[src/rtl/dds_rom_scheduler_pkg.sv]
// Shared DDS constants: ROM geometry, default channel count, channel-index width
// and the config-port state encoding.
`ifndef ROM_PHASE_BIT
`define ROM_PHASE_BIT 10
`endif
`ifndef ROM_AMPLITUDE_BIT
`define ROM_AMPLITUDE_BIT 12
`endif

package dds_rom_scheduler_pkg;
  localparam int ROM_PHASE_BIT     = `ROM_PHASE_BIT;
  localparam int ROM_AMPLITUDE_BIT = `ROM_AMPLITUDE_BIT;
  localparam int ROM_PHASE_MAX_VAL = (1 << ROM_PHASE_BIT) - 1;
  localparam int DDS_N_CH          = 4;
  localparam int CH_IDX_W          = 4;

  typedef enum logic [1:0] {
    CFG_IDLE    = 2'd0,
    CFG_PENDING = 2'd1,
    CFG_DROP    = 2'd2
  } cfg_state_t;
endpackage

[src/rtl/dds_phase_acc_bank.sv]
// Per-channel phase accumulator / FTW / enable storage with one slot-indexed
// read-modify-write port. Per-channel phase offsets exist only with PHASE_OFFSET_EN.
module dds_phase_acc_bank
  import dds_rom_scheduler_pkg::*;
#(
  parameter int N_CH    = DDS_N_CH,
  parameter int ACC_W   = 32,
  parameter int PHASE_W = ROM_PHASE_BIT,
  parameter int SLOT_W  = 2
) (
  input  logic               clk,
  input  logic               rst,
  input  logic [SLOT_W-1:0]  slot,
  input  logic               sync_clr,
  input  logic               wr,
  input  logic [ACC_W-1:0]   wr_ftw,
  input  logic               wr_en,
`ifdef PHASE_OFFSET_EN
  input  logic [PHASE_W-1:0] wr_poff,
`endif
  output logic               rd_en,
  output logic [PHASE_W-1:0] rd_phase
);

  logic [ACC_W-1:0] acc [N_CH];
  logic [ACC_W-1:0] ftw [N_CH];
  logic [N_CH-1:0]  en;
  logic [ACC_W-1:0] cur_acc;
  logic [ACC_W-1:0] cur_ftw;

  // A config landing on this slot takes effect for this very update.
  assign cur_acc = sync_clr ? '0 : acc[slot];
  assign cur_ftw = wr ? wr_ftw : ftw[slot];
  assign rd_en   = wr ? wr_en : en[slot];

`ifdef PHASE_OFFSET_EN
  logic [PHASE_W-1:0] poff [N_CH];
  logic [PHASE_W-1:0] cur_poff;
  assign cur_poff = wr ? wr_poff : poff[slot];
  assign rd_phase = cur_acc[ACC_W-1 -: PHASE_W] + cur_poff;
`else
  assign rd_phase = cur_acc[ACC_W-1 -: PHASE_W];
`endif

  always_ff @(posedge clk) begin
    if (rst) begin
      for (int i = 0; i < N_CH; i++) begin
        acc[i] <= '0;
        ftw[i] <= '0;
`ifdef PHASE_OFFSET_EN
        poff[i] <= '0;
`endif
      end
      en <= '0;
    end else begin
      if (sync_clr) begin
        for (int i = 0; i < N_CH; i++) acc[i] <= '0;
      end
      acc[slot] <= rd_en ? cur_acc + cur_ftw : '0;
      if (wr) begin
        ftw[slot] <= wr_ftw;
        en[slot]  <= wr_en;
`ifdef PHASE_OFFSET_EN
        poff[slot] <= wr_poff;
`endif
      end
    end
  end

endmodule

[src/rtl/dds_rom_scheduler.sv]
// Round-robin scheduler sharing one registered waveform ROM across N_CH DDS channels.
// Define PHASE_OFFSET_EN to add per-channel phase offsets (cfg_poff port).
//
// state       | meaning
// CFG_IDLE    | holding register empty, cfg_ready high
// CFG_PENDING | write held until its channel's slot comes round
// CFG_DROP    | out-of-range channel accepted, discarded this clock
module dds_rom_scheduler
  import dds_rom_scheduler_pkg::*;
#(
  parameter int N_CH    = DDS_N_CH,
  parameter int ACC_W   = 32,
  parameter int PHASE_W = ROM_PHASE_BIT,
  parameter int AMP_W   = ROM_AMPLITUDE_BIT
) (
  input  logic                  clk,
  input  logic                  rst,
  input  logic                  cfg_valid,
  output logic                  cfg_ready,
  input  logic [CH_IDX_W-1:0]   cfg_ch,
  input  logic [ACC_W-1:0]      cfg_ftw,
  input  logic                  cfg_en,
`ifdef PHASE_OFFSET_EN
  input  logic [PHASE_W-1:0]    cfg_poff,
`endif
  input  logic                  phase_sync,
  output logic [PHASE_W-1:0]    rom_phase,
  input  logic [AMP_W-1:0]      rom_value,
  output logic [N_CH*AMP_W-1:0] ch_value,
  output logic [N_CH-1:0]       ch_strobe
);

  localparam int SLOT_W = (N_CH > 1) ? $clog2(N_CH) : 1;

  cfg_state_t          state, state_nxt;
  logic [SLOT_W-1:0]   slot;
  logic [CH_IDX_W-1:0] pend_ch;
  logic [ACC_W-1:0]    pend_ftw;
  logic                pend_en;
`ifdef PHASE_OFFSET_EN
  logic [PHASE_W-1:0]  pend_poff;
`endif
  logic                cfg_apply;
  logic                sync_armed;
  logic                sync_clr;
  logic                acc_en;
  logic [PHASE_W-1:0]  acc_phase;
  logic [SLOT_W-1:0]   tag0, tag1;
  logic                v0, v1;

  assign sync_clr = sync_armed && (slot == '0);

  dds_phase_acc_bank #(
    .N_CH    (N_CH),
    .ACC_W   (ACC_W),
    .PHASE_W (PHASE_W),
    .SLOT_W  (SLOT_W)
  ) u_bank (
    .clk      (clk),
    .rst      (rst),
    .slot     (slot),
    .sync_clr (sync_clr),
    .wr       (cfg_apply),
    .wr_ftw   (pend_ftw),
    .wr_en    (pend_en),
`ifdef PHASE_OFFSET_EN
    .wr_poff  (pend_poff),
`endif
    .rd_en    (acc_en),
    .rd_phase (acc_phase)
  );

  always_ff @(posedge clk) begin
    if (rst) state <= CFG_IDLE;
    else     state <= state_nxt;
  end

  always_comb begin
    state_nxt = state;
    cfg_ready = 1'b0;
    cfg_apply = 1'b0;
    case (state)
      CFG_IDLE: begin
        cfg_ready = 1'b1;
        if (cfg_valid) state_nxt = (int'(cfg_ch) < N_CH) ? CFG_PENDING : CFG_DROP;
      end
      CFG_PENDING: begin
        if (pend_ch == CH_IDX_W'(slot)) begin
          cfg_apply = 1'b1;
          state_nxt = CFG_IDLE;
        end
      end
      CFG_DROP: state_nxt = CFG_IDLE;
      default:  state_nxt = CFG_IDLE;
    endcase
  end

  always_ff @(posedge clk) begin
    if (rst) begin
      slot       <= '0;
      sync_armed <= 1'b0;
      pend_ch    <= '0;
      pend_ftw   <= '0;
      pend_en    <= 1'b0;
`ifdef PHASE_OFFSET_EN
      pend_poff  <= '0;
`endif
      rom_phase  <= '0;
      tag0       <= '0;
      tag1       <= '0;
      v0         <= 1'b0;
      v1         <= 1'b0;
      ch_value   <= '0;
      ch_strobe  <= '0;
    end else begin
      slot <= (slot == SLOT_W'(N_CH - 1)) ? '0 : slot + SLOT_W'(1);
      // Pulses arriving while armed (including the clearing cycle) are absorbed.
      sync_armed <= sync_armed ? !sync_clr : phase_sync;
      if (cfg_valid && cfg_ready) begin
        pend_ch   <= cfg_ch;
        pend_ftw  <= cfg_ftw;
        pend_en   <= cfg_en;
`ifdef PHASE_OFFSET_EN
        pend_poff <= cfg_poff;
`endif
      end
      if (acc_en) rom_phase <= acc_phase;
      tag0      <= slot;
      v0        <= acc_en;
      tag1      <= tag0;
      v1        <= v0;
      ch_strobe <= '0;
      if (v1) begin
        ch_value[tag1*AMP_W +: AMP_W] <= rom_value;
        ch_strobe <= N_CH'(1) << tag1;
      end
    end
  end

endmodule

[config.mk]
export PLATFORM = sky130hd
export DESIGN_NAME = dds_rom_scheduler
export DESIGN_NICKNAME = d
export VERILOG_FILES = /design/src/rtl/dds_rom_scheduler_pkg.sv /design/src/rtl/dds_phase_acc_bank.sv /design/src/rtl/dds_rom_scheduler.sv
export SDC_FILE = /design/constraint.sdc
export NUM_CORES = 1
export LEC_CHECK = 0
export CAP_MARGIN = 40
export CORE_MARGIN = 3
export CORE_UTILIZATION = 60
export CTS_BUF_LIST = sky130_fd_sc_hd__clkbuf_8
export CTS_CLUSTER_DIAMETER = 120
export DETAILED_ROUTE_END_ITERATION = 12
export HOLD_SLACK_MARGIN = 0.05
export PLACE_DENSITY = 0.91
export SLEW_MARGIN = 20
export SYNTH_ARGS = -nofsm -noshare
export SYNTH_HDL_FRONTEND = slang
export SYNTH_SLANG_ARGS = --single-unit
[constraint.sdc]
create_clock -name clk -period 12.95 [get_ports clk]
set_input_delay 2.59 -clock clk [delete_from_list [all_inputs] [get_ports clk]]
set_output_delay 2.59 -clock clk [all_outputs]
set_load 0.05 [all_outputs]
==> summary by stage <==
Yosys
For this run, the register share of the synthesized area comes to 0.552. The synthesized design contains 370 register bits. Counting every net in the synthesized netlist gives 1,642. The fraction of synthesized cell area taken by the top area cell type is 0.426. The area of the mapped netlist is 18,000 um2.

Ranked by total cell area, the synthesized netlist is headed by sky130_fd_sc_hd__edfxtp_1, sky130_fd_sc_hd__dfxtp_1, sky130_fd_sc_hd__mux4_2, sky130_fd_sc_hd__and2_1, sky130_fd_sc_hd__nor2_1. Counting distinct cell types in the post-synthesis netlist gives 77. After synthesis, the mean cell area works out to 11.7 um2. The synthesized design contains 256 enable-type register cells. The fraction of registers with async set or reset after synthesis is 0. The dominant register cell in the synthesized netlist is sky130_fd_sc_hd__edfxtp_1. The most area-hungry cell type in the Yosys netlist is sky130_fd_sc_hd__edfxtp_1.

Counting every instance in the synthesized netlist gives 1,548. The synthesis warning total is 0.

STA
Based on the critical path, the design can be clocked at up to 199 MHz. The worst path in the final design needs a cycle of 5.04 ns, including I/O delays and setup. The max-slew violation count is 0. In the final timing run, aggregate negative setup slack is 0 ns.

Setup repair after global routing left no endpoint under its margin. The relative slew slack is 0.434. At the pin with the least slew margin, the transition time is 0.848 ns. Clock skew on the completed layout was measured at 0.0449 ns. The total setup violations reported at the end of the flow is 0.

The ratio of final minimum period to clock period is 0.389. The number of hold violations in the final report is 0.

Setup path
The maximum fanout encountered on the critical timing path is 42. The type of the worst setup path is reg -> reg. The data required time at the worst endpoint is 13.25 ns. Data on the critical path arrives at its endpoint at 5.33 ns. The worst setup path is captured at a flip-flop. The worst setup path is launched from a flip-flop.

Layout
The net count reported at finish is 1,742. For this run, the share of the core covered by cells in the final layout is 0.706. Of the cells placed in the final design, the portion with a size suffix greater than 1 is 0.140. Compared with the post-synthesis result, the final layout area differs by 14.2%. After routing the design area is 20,600 um2. The repair_antennas step left the layout with diodes totalling 0. The filler cell count is 1,991.

Routing
The detailed router used layers up to and including met4. The wire length on met1 is 17,000 um. The sum of routed wire length over all layers is 44,600 um. The detailed router finished its first iteration with 1,245 violations. The vias after detailed routing is 13.0k. The met3 routed wirelength is 3530 um. Once detail routing completed, the nets flagged for antenna violations numbered 0. The first TritonRoute pass finished after 6 iterations. The length of routed met2 wiring is 22,000 um.

The routed wire length per instance is 21.4 um. In the routed layout, each cell is associated on average with a via count of 6.24. After detailed routing, the number of remaining DRC violations is 0.

Power
The total power divided by cell area is 138 nW/um2. The leakage power figure is 7.67 nW. After layout, the design draws a total of 2.85 mW. Across the VDD grid, the largest voltage drop is 0.0802 mV.

Floorplanning
In this run the count of I/O pins placed on the die edge is 116. The die is 179 um tall. In this run the core area contains 62 standard-cell rows. The die outline area is 32,200 um2. The initial utilization of the core area, before any placement, comes to 0.619. In this run the standard cell core region covers 29,200 um2. Measured along the x axis, the die boundary spans 179 um.

CTS
The number of buffers inserted for hold repair after clock tree synthesis is 0. The number of clock buffers added by TritonCTS is 56. The clock net sink count is 370.

The source-to-sink clock delay at the later pin of the worst-skew pair is 0.61 ns. Counting along the longest clock path gives a buffer depth of 3. Clock-pin slew was measured on the worst setup and hold paths at 0.07 ns. The CTS H-tree depth is 2. The number of gates resized after CTS was 0. The CTS tree is built. The number of post-CTS setup repair buffers is 0. The tree is rooted in a sky130_fd_sc_hd__clkbuf_8.

Run status
The run finished with clean final reports.

Place
After legalization and detailed placement, the total HPWL measured 29,600 um. The routability congestion estimate from global placement is 0.976. Buffers placed on the I/O ports in this run total 115.

In this run the cell area measured after placement is 19,400 um2.

Hold path
The path type of the worst min-delay path is reg -> reg.

GRT
Across every metal layer, demand over resource in global routing totals 0.271. The number of global-route vias before repair is 12.9k. The first global-routing pass estimated 70,500 um of wire. The sum of overflow across all layers after global routing is 0. The initial antenna violation count is 0. Entering global routing, the biggest net connects 64 pins.

Flow run
The total of max-cap violations is 0.
## cells by family (layout without fill, tap and decap cells)
family	after synthesis	in the layout	synth area share
AND/OR/NAND/NOR	636	636	0.173
adder cells (fa/ha/maj)	41	41	0.0288
XOR/XNOR	20	20	0.0101
multiplexers	111	111	0.109
buffers and inverters	113	261	0.0294
flip-flops	370	370	0.552
AO/OA/AOI/OAI	257	257	0.0972
## flip-flops by register name, indices dropped and copies added, names as in the netlist, 2 cells and up
signal / flops
tag0: 2
u_bank.acc: 128
pend_ftw: 32
rom_phase: 10
ch_value: 48
state: 2
u_bank.en: 4
tag1: 2
slot: 2
ch_strobe: 4
pend_ch: 4
u_bank.ftw: 128
## synthesized netlist by cell type, drive strengths merged (13+ instances only)
library cell and number:
a21o 17, a21oi 92, a22oi 42, and2 132
buf 38, clkbuf 57, dfxtp 114, edfxtp 256
ha 40, inv 17, mux2 31, mux2i 16
mux4 64, nand2 161, nand2b 14, nand4 15
nor2 191, nor2b 42, nor3 29, o21ai 28
xnor2 13
## metal layers
metal | GRT usage | vias to the layer above
met5 | 0 | -
met4 | 0.117 | 0
met3 | 0.0428 | 130
met2 | 0.459 | 660
met1 | 0.349 | 6317
li1 | - | 5867
## path summary, 6_finish.rpt
path | slack [ns] | startpoint | depth (start not counted) | to
setup / recovery | 7.91 | slot[1]$_SDFF_PP0_ | 15 | u_bank.acc[1][24]$_SDFFCE_PN0P_
hold reg to reg | 0.44 | v0$_SDFF_PP0_ | 1 | v1$_SDFF_PP0_
hold / removal | 0.44 | v0$_SDFF_PP0_ | 1 | v1$_SDFF_PP0_
setup reg to reg | 7.91 | slot[1]$_SDFF_PP0_ | 15 | u_bank.acc[1][24]$_SDFFCE_PN0P_
## layout by cell type (no fill, tap or decap), types with 64 or more instances in the layout
cell type	n
sky130_fd_sc_hd__a21oi_1	87
sky130_fd_sc_hd__and2_1	132
sky130_fd_sc_hd__clkbuf_8	66
sky130_fd_sc_hd__clkdlybuf4s50_1	114
sky130_fd_sc_hd__dfxtp_1	112
sky130_fd_sc_hd__edfxtp_1	256
sky130_fd_sc_hd__mux4_2	64
sky130_fd_sc_hd__nand2_1	160
sky130_fd_sc_hd__nor2_1	191
## power by group
part	total, mW	leakage [nW]	switching [mW]	internal (mW)
logic	0.525	3.36	0.323	0.202
registers	1.37	3.64	0.0373	1.33
clock network	0.956	0.670	0.451	0.505
total	2.85	7.67	0.811	2.04
## through the flow
step           setup slack (ns)  cells  hold slack [ns]
2_1_floorplan              8.73   1548            0.414
3_3_place_gp               7.66   1967            0.424
3_5_place_dp               7.73   1972            0.431
4_1_cts                    7.96   2078            0.439
5_1_grt                    7.63   2080            0.458
6_report                   7.91   2080            0.436
## worst max-delay path, stage by stage, from the launching register on
cell and delay [ns]:
sky130_fd_sc_hd__dfxtp_2 0.62, sky130_fd_sc_hd__buf_4 0.53, sky130_fd_sc_hd__xnor2_1 0.22, sky130_fd_sc_hd__and4_2 0.25
sky130_fd_sc_hd__buf_4 0.48, sky130_fd_sc_hd__mux2_2 0.41, sky130_fd_sc_hd__ha_1 0.23, sky130_fd_sc_hd__inv_1 0.07
sky130_fd_sc_hd__fa_1 0.21, sky130_fd_sc_hd__nor2b_1 0.08, sky130_fd_sc_hd__o211ai_1 0.24, sky130_fd_sc_hd__a21o_1 0.25
sky130_fd_sc_hd__a21o_1 0.18, sky130_fd_sc_hd__nand2_1 0.16, sky130_fd_sc_hd__o311ai_1 0.64, sky130_fd_sc_hd__nor2_1 0.12
## final cells by class
type / instances / area [um2] / share of cell area
Sequential cell: 370 / 9970 / 0.484
Clock inverter: 40 / 228 / 0.0111
Clock buffer: 66 / 908 / 0.0441
Inverter: 18 / 67.6 / 0.00328
Multi-Input combinational cell: 1065 / 7550 / 0.367
Timing Repair Buffer: 137 / 1390 / 0.0676
Tap cell: 384 / 480 / 0.0233
Power figures use the tool's default switching activity.
